$ cat src/rtl/adder_serial_rtl.sv
// adder_serial_rtl
//   Multi-cycle chunked ripple adder/subtractor behind a val/rdy handshake.
//   Adds p_nbits-wide operands p_chunk bits per cycle through a single
//   chunk-wide full-adder carry chain, keeping the inter-chunk carry in a
//   register. Subtract is performed as A + ~B + 1.
//
// Parameters
//   p_nbits  operand/result width (multiple of p_chunk)
//   p_chunk  bits processed per cycle; N = p_nbits/p_chunk compute cycles
//
// Ports
//   clk      rising-edge clock
//   rst      synchronous active-high reset
//   in_val   operands valid          in_rdy   block can accept operands
//   in0      operand A               in1      operand B
//   cin      carry-in (add only)     sub      1 = A-B, 0 = A+B+cin
//   out_val  result valid            out_rdy  consumer accepts result
//   sum      result                  cout     carry out of MSB (1 = no borrow)
//   ovf      signed overflow
module adder_serial_rtl #(
  parameter int p_nbits = 32,
  parameter int p_chunk = 8
) (
  input  logic               clk,
  input  logic               rst,
  input  logic               in_val,
  output logic               in_rdy,
  input  logic [p_nbits-1:0] in0,
  input  logic [p_nbits-1:0] in1,
  input  logic               cin,
  input  logic               sub,
  output logic               out_val,
  input  logic               out_rdy,
  output logic [p_nbits-1:0] sum,
  output logic               cout,
  output logic               ovf
);

  localparam int N  = p_nbits / p_chunk;
  localparam int KW = (N > 1) ? $clog2(N) : 1;

  typedef enum logic [1:0] {
    IDLE = 2'd0,
    CALC = 2'd1,
    DONE = 2'd2
  } state_t;

  state_t state, state_next;

  logic [p_nbits-1:0] a_reg;
  logic [p_nbits-1:0] b_reg;
  logic [p_nbits-1:0] sum_reg;
  logic               carry_reg;
  logic               cout_reg;
  logic               ovf_reg;
  logic [KW-1:0]      k;

  logic [p_chunk-1:0] a_chunk;
  logic [p_chunk-1:0] b_chunk;
  logic [p_chunk-1:0] s_chunk;
  logic [p_chunk:0]   c;
  logic               last;

  assign last = (k == KW'(N - 1));

  // Chunk carry chain: c[i] is the carry into bit i of the current chunk,
  // so c[p_chunk-1] is the carry into the MSB on the final chunk.
  always_comb begin
    a_chunk = a_reg[k*p_chunk +: p_chunk];
    b_chunk = b_reg[k*p_chunk +: p_chunk];
    s_chunk = '0;
    c       = '0;
    c[0]    = carry_reg;
    for (int unsigned i = 0; i < p_chunk; i++) begin
      s_chunk[i] = a_chunk[i] ^ b_chunk[i] ^ c[i];
      c[i+1]     = (a_chunk[i] & b_chunk[i]) | (c[i] & (a_chunk[i] ^ b_chunk[i]));
    end
  end

  always_ff @(posedge clk) begin
    if (rst) state <= IDLE;
    else     state <= state_next;
  end

  always_comb begin
    state_next = state;
    in_rdy     = 1'b0;
    out_val    = 1'b0;
    case (state)
      IDLE: begin
        in_rdy = 1'b1;
        if (in_val) state_next = CALC;
      end
      CALC: begin
        if (last) state_next = DONE;
      end
      DONE: begin
        out_val = 1'b1;
        if (out_rdy) state_next = IDLE;
      end
      default: state_next = IDLE;
    endcase
  end

  always_ff @(posedge clk) begin
    if (rst) begin
      a_reg     <= '0;
      b_reg     <= '0;
      sum_reg   <= '0;
      carry_reg <= 1'b0;
      cout_reg  <= 1'b0;
      ovf_reg   <= 1'b0;
      k         <= '0;
    end else begin
      case (state)
        IDLE: begin
          if (in_val) begin
            a_reg     <= in0;
            b_reg     <= sub ? ~in1 : in1;
            carry_reg <= sub ? 1'b1 : cin;
            k         <= '0;
          end
        end
        CALC: begin
          sum_reg[k*p_chunk +: p_chunk] <= s_chunk;
          carry_reg                     <= c[p_chunk];
          if (last) begin
            cout_reg <= c[p_chunk];
            ovf_reg  <= c[p_chunk-1] ^ c[p_chunk];
          end else begin
            k <= k + KW'(1);
          end
        end
        default: ;
      endcase
    end
  end

  assign sum  = sum_reg;
  assign cout = cout_reg;
  assign ovf  = ovf_reg;

endmodule

$ cat config.mk
export PLATFORM = sky130hd
export DESIGN_NAME = adder_serial_rtl
export DESIGN_NICKNAME = d
export VERILOG_FILES = /design/src/rtl/adder_serial_rtl.sv
export SDC_FILE = /design/constraint.sdc
export NUM_CORES = 1
export LEC_CHECK = 0
export CAP_MARGIN = 20
export CORE_ASPECT_RATIO = 1.1
export CORE_MARGIN = 2
export CORE_UTILIZATION = 40
export DETAILED_ROUTE_END_ITERATION = 10
export PLACE_DENSITY = 0.66
export SETUP_SLACK_MARGIN = 0.2
export SYNTH_ARGS = -nofsm -noshare
export SYNTH_HDL_FRONTEND = slang
export SYNTH_SLANG_ARGS = --single-unit
$ cat constraint.sdc
create_clock -name clk -period 13 [get_ports clk]
set_clock_uncertainty 0.15 [all_clocks]
set_input_delay 2.6 -clock clk [delete_from_list [all_inputs] [get_ports clk]]
set_output_delay 2.6 -clock clk [all_outputs]
set_load 0.05 [all_outputs]
* After elaboration in Yosys (flattened, before gate mapping) *
Index checks and enable logic that the tools add are counted.

word-level totals
  register bits after elaboration = 103
  input bits = 70
  output and inout bits = 36
  logic and storage cells = 84

operators by class
  $add $sub $neg = 2
  eq/ne operators = 7
  shifts and indexed selects = 4
  multiplexer cells = 14
  bitwise operators = 42
  reductions and logical operators = 7

operators by type and width
  kind                                                                     count
  32-bit by 6-bit variable part select with 8-bit output                   2
  5-bit negator with 34-bit output                                         1
  8-bit by 34-bit variable shift with 32-bit output, first input constant  1
  8-bit by 34-bit variable part select with 32-bit output                  1
  32-bit bitwise mux                                                       1
  32-bit two-way mux                                                       1
  32-bit inverter                                                          1
  1-bit XOR                                                                17
  1-bit bitwise AND                                                        16
  2-bit two-way mux                                                        5
  2-bit inequality test, second input constant                             4
  1-bit bitwise OR                                                         8
  2-bit case mux with 3 select lines                                       1
  2-bit AND reduction                                                      3
  3-bit AND reduction                                                      2
  2-bit equality test, second input constant                               2
  1-bit two-way mux                                                        4
  2-bit case mux with 2 select lines                                       1
  2-bit by 1-bit adder with 2-bit output, second input constant            1
  2-bit by 1-bit equality test with 1-bit output, second input constant    1
  2-bit zero test                                                          1
  1-bit case mux with 2 select lines                                       1
  2-bit nonzero test                                                       1

* Depth between registers and ports, before layout *
  depth in word-level cells = 19
  gate-level depth with buffers = 17

* Worst setup path after synthesis *
Ideal clock, no wire load.

  kind = flip-flop to flip-flop
  start point = register k[0]
  end point = register sum_reg[7] (netlist: sum[7])
  data arrival time = 4,385 ps
  path slack = 8,348 ps
  stages on the path, launching flop included = 17
  buffers on the path = 1
  period minus slack after synthesis = 4,652 ps
  path through = dfxtp_1 -> buf_4 -> mux4_2 -> inv_1 -> fa_1 -> fa_1 -> fa_1 -> fa_1 -> inv_1 -> fa_1 -> inv_1 -> fa_1 -> fa_1 -> inv_1 -> fa_1 -> nor2b_1 -> a22o_1

between the ends
  longest elaborated chain between the ends = 19

ends and longest elaborated chain
  element                                                                           RTL line  source
  from (decl)                                                                       56        logic [KW-1:0] k;
  from (signal assigned)                                                            131       k <= k + KW'(1);
  32-bit by 6-bit variable part select with 8-bit output, on equally long branches  69, 70
  1-bit XOR                                                                         75, 76
  1-bit bitwise AND                                                                 76        c[i+1] = (a_chunk[i] & b_chunk[i]) | (c[i] & (a_chunk[i] ^ b_chunk[i]));
  1-bit bitwise OR                                                                  76
  1-bit bitwise AND                                                                 76
  1-bit bitwise OR                                                                  76
  1-bit bitwise AND                                                                 76
  1-bit bitwise OR                                                                  76
  [... 3 more ...]                                                                  n/a
  1-bit bitwise OR                                                                  76
  1-bit bitwise AND                                                                 76
  1-bit bitwise OR                                                                  76
  1-bit bitwise AND                                                                 76
  1-bit bitwise OR                                                                  76
  1-bit XOR                                                                         75        s_chunk[i] = a_chunk[i] ^ b_chunk[i] ^ c[i];
  8-bit by 34-bit variable part select with 32-bit output                           125       sum_reg[k*p_chunk +: p_chunk] <= s_chunk;
  32-bit bitwise mux *                                                              125
  to (signal, indexed assignment)                                                   125
  to (decl)                                                                         52        logic [p_nbits-1:0] sum_reg;

Every way passes the cells marked *; elsewhere a longest branch is shown, timed or not.
A chain may end at the register's enable or synchronous reset.

* Worst setup path in the final report *
Ends and elaborated chain as after synthesis.

==> Implementation_results.wiki <==
{| class="wikitable"
! Metric !! Value
|-
| Buffers from clock root to sink, at most || 2
|-
| Die span in x || around 110 um
|-
| Slew of the pin with the lowest slew margin || around 0.87 ns
|-
| Layout overhead on the synthesized area || 30.4%
|-
| Slew margin rel. || roughly 42%
|-
| Critical Path Slowest Stage Cell || sky130_fd_sc_hd__dfxtp_1
|-
| Number of max-slew violations in the final report || 0
|-
| Global-route wire length before repair || 16,800 um
|-
| Clock buffers created by TritonCTS || 9
|-
| Setup TNS after final layout || 0 ns
|-
| Synth area leaders || sky130_fd_sc_hd__dfxtp_1 45%, sky130_fd_sc_hd__mux4_2 7.9%, sky130_fd_sc_hd__xnor2_1 6.3%
|-
| Residual overflow from global routing || 0
|-
| Vias per std cell || between 5 and 6
|-
| Sequential fraction of design power || a little under half
|-
| Final number of hold-violating endpoints || 0
|-
| Setup crit end kind || flip-flop
|-
| Average routed wire per standard cell || 14.7 um
|-
| Clock-pin slew on the worst setup and hold paths || approximately 0.07 ns
|-
| Total vias in the final route || approximately 3,600
|-
| H-tree Lvls || 3
|-
| Die footprint || 12,300 um^2
|-
| Setup violation total in the final timing report || 0
|-
| Unrepaired setup endpoints after global routing || no
|-
| Cell family with most CP delay || adder cells
|-
| Final wirelength || about 10,000 um
|-
| Number of nets with antenna violations after detailed routing || 0
|-
| Antenna violations before repair || 0
|-
| Cell seen most often among critical-path stages || sky130_fd_sc_hd__fa_1
|-
| Crit Reg-Reg Endpoint || sum[7]$_SDFFE_PP0P_
|-
| Net count after synthesis || 550
|-
| Number of clock sinks || 103
|-
| Min Clock Period, post-route || around 5 ns
|-
| Y dimension of the die || roughly 120 um
|-
| Hold-critical path endpoint || a_reg[27]$_SDFFE_PP0P_
|-
| CP Data Arrival Time || about 5.0 ns
|-
| Category of the worst setup path launch point || flip-flop
|-
| Mean instance size in the synthesized netlist || between 9 and 10 um^2
|-
| Start point of the worst min-delay path || a_reg[27]$_SDFFE_PP0P_
|-
| Switching power as a share of total power || around a quarter
|-
| Design Power || approximately 0.73 mW
|-
| Final Cycle Share || 38.1%
|-
| Power share of the combinational group || about 17%
|-
| Number of synthesized register bits || around 100
|-
| Leakage || roughly 2.1 nW
|-
| Pin count of the biggest net entering global routing || 97
|-
| Post-Route Utilization || roughly 54%
|-
| Via count of the first global-routing pass || roughly 3,400
|-
| Fin area || 5960 um^2
|-
| Cell area after synthesis || approximately 4600 um^2
|-
| CTS root buf || sky130_fd_sc_hd__clkbuf_16
|-
| Power Internal || approximately 0.54 mW
|-
| Gr usage total || between 15 and 20%
|-
| Relative contribution of the clock network to total power || ~36%
|-
| Final weighted congestion of routability-driven global placement || 0.801
|-
| Diodes inserted || 0
|-
| CTS tree || built
|-
| Area fraction of the dominant cell type after synthesis || 45.1%
|-
| Total core area || between 10,000 and 15,000 um^2
|-
| Fraction of layout instances using a drive strength above 1 || between 7 and 8%
|-
| Peak supply drop || between 50 and 60 uV
|-
| Setup slack, reg-to-reg || between 8 and 9 ns
|-
| Max-capacitance violation count || 0
|-
| Slowest cell delay on critical path || roughly 0.7 ns
|-
| IO Count || between 100 and 150
|-
| Crit path required time || between 10 and 15 ns
|-
| Maximum achievable frequency || 202 MHz
|-
| Post-CTS Setup Bufs || 0
|-
| Starting Density || between 40% and 50%
|-
| Number of hold buffers added after cts || 0
|-
| Critical R2R Launch || k[0]$_SDFFE_PP0P_
|-
| IO Port Bufs || between 100 and 150
|-
| Number of detailed-routing iterations run before antenna repair || 4
|-
| Total number of placement rows || 40
|-
| Cell accounting for the most synthesized area || sky130_fd_sc_hd__dfxtp_1
|-
| Length in cells of the worst reg-to-reg path || 15
|-
| Gate count after technology mapping || between 400 and 500
|-
| Post-synth cell types || 36
|-
| Cts repair resizes || 0
|-
| Worst hold stages || 2
|-
| Sequential area share after synthesis || between 40% and 50%
|-
| Class of the tightest hold or removal check || reg2reg
|-
| Worst Path Buf+Inv || 4
|-
| Largest fanout on the critical path || 10
|-
| Run status || finished clean
|-
| Number of nets in the final layout || roughly 640
|-
| Number of warning messages in the yosys log || 0
|-
| Critical path, cell by cell || mux4_2 > inv_1 > fa_1 > fa_1 > fa_1 > fa_1 > inv_1 > fa_1 > inv_1 > fa_1 > fa_1 > inv_1 > fa_1 > nor2b_1 > a22o_1
|-
| Fill count || 1,008
|-
| Path type of the worst setup path || reg2reg
|-
| Clk Latency, worst-skew pair || approximately 0.34 ns
|-
| PwrDens || about 120 nW/um^2
|-
| Net load switching power || between 0.15 and 0.2 mW
|-
| Area post-placement || around 5600 um^2
|-
| Detailed-placement wirelength estimate || about 7800 um
|-
| # DRC || 0
|-
| Initial DRC Count || ~150
|}
-- final cells by class --
type                            instances  area, um^2  share of cell area [%]
Timing Repair Buffer                  110        1100                    18.4
Sequential cell                       103        2060                    34.6
Tap cell                              147         184                    3.09
Clock buffer                            9         225                    3.78
Clock inverter                          6        70.1                    1.18
Multi-Input combinational cell        307        2240                    37.7
Inverter                               20        75.1                    1.26
-- kinds of logic after synthesis --
logic type / synth area share [%]
compound gates: 15.7
xor+xnor: 6.33
fa+ha+maj: 5.15
buf+inv: 5.75
flops: 45.1
mux: 8.33
simple gates: 13.6
-- worst max-delay path by stage --
stage	startpoint	endpoint	slack [ns]	cells past startpoint
floorplan	k[0]$_SDFFE_PP0P_	sum[7]$_SDFFE_PP0P_	8.35	16
CTS	k[0]$_SDFFE_PP0P_	sum[7]$_SDFFE_PP0P_	8.03	15
detailed placement	k[0]$_SDFFE_PP0P_	sum[7]$_SDFFE_PP0P_	8.04	15
global placement	k[0]$_SDFFE_PP0P_	sum[7]$_SDFFE_PP0P_	8.07	15
finish	k[0]$_SDFFE_PP0P_	sum[7]$_SDFFE_PP0P_	8.05	15
global route	k[0]$_SDFFE_PP0P_	sum[7]$_SDFFE_PP0P_	7.70	15
-- synth_stat cells, drive strengths merged --
master  instances
a211oi         33
a21oi          38
a22o           24
a32o            2
and4            1
and4b           1
buf            28
clkbuf          8
clkinv          1
dfxtp         103
fa              8
ha              6
inv            19
mux2i           2
mux4           16
nand2          66
nand2b          2
nand3          10
nand3b          2
nand4           1
nor2           40
nor2b           6
nor3            2
nor3b           1
nor4            1
nor4b           1
o21ai           7
o21bai          1
o31ai           1
or3b            2
xnor2          33
-- worst min-delay path: cells and delay by family (launching register included) --
| family | cells | cell delay (ns) |
|---|---|---|
| and+or+nand+nor | 1 | 0.05 |
| AOI/OAI and AO/OA | 1 | 0.05 |
| DFF | 1 | 0.31 |
-- layer usage --
layer  track usage, %  up-vias  share of wire (%)  routed length, um
met2             30.0       94                 49               5110
met1             22.2     1686                 46               4730
met5                0        -                  0                  0
met3             2.59        4                4.4                451
met4             5.88        0               0.49                 51
li1                 -     1785                  -                  -
-- power by group through the flow --
stage / sequential [mW] / combinational, mW / clock [mW]
finish: 0.343 / 0.120 / 0.265
detailed placement: 0.350 / 0.120 / 0
global placement: 0.350 / 0.118 / 0
CTS: 0.343 / 0.120 / 0.268
global route: 0.345 / 0.132 / 0.282
floorplan: 0.351 / 0.0756 / 0
-- cell usage in the layout (no fill, tap or decap), types with 8 or more instances in the layout --
cell                                n
sky130_fd_sc_hd__clkbuf_16          9
sky130_fd_sc_hd__mux4_2            16
sky130_fd_sc_hd__inv_1             19
sky130_fd_sc_hd__nand3_1           10
sky130_fd_sc_hd__a21oi_1           38
sky130_fd_sc_hd__fa_1               8
sky130_fd_sc_hd__dfxtp_1          103
sky130_fd_sc_hd__clkdlybuf4s50_1  103
sky130_fd_sc_hd__a22o_1            24
sky130_fd_sc_hd__xnor2_1           33
sky130_fd_sc_hd__a211oi_1          33
sky130_fd_sc_hd__nor2_1            40
sky130_fd_sc_hd__nand2_1           66
-- metrics by stage --
step | instances | hold WS [ns] | worst slack, ns
2_1_floorplan | 466 | 0.283 | 8.35
3_3_place_gp | 686 | 0.292 | 8.07
3_5_place_dp | 686 | 0.297 | 8.04
4_1_cts | 701 | 0.306 | 8.03
5_1_grt | 702 | 0.328 | 7.70
6_report | 702 | 0.305 | 8.05
Power figures use the tool's default switching activity.
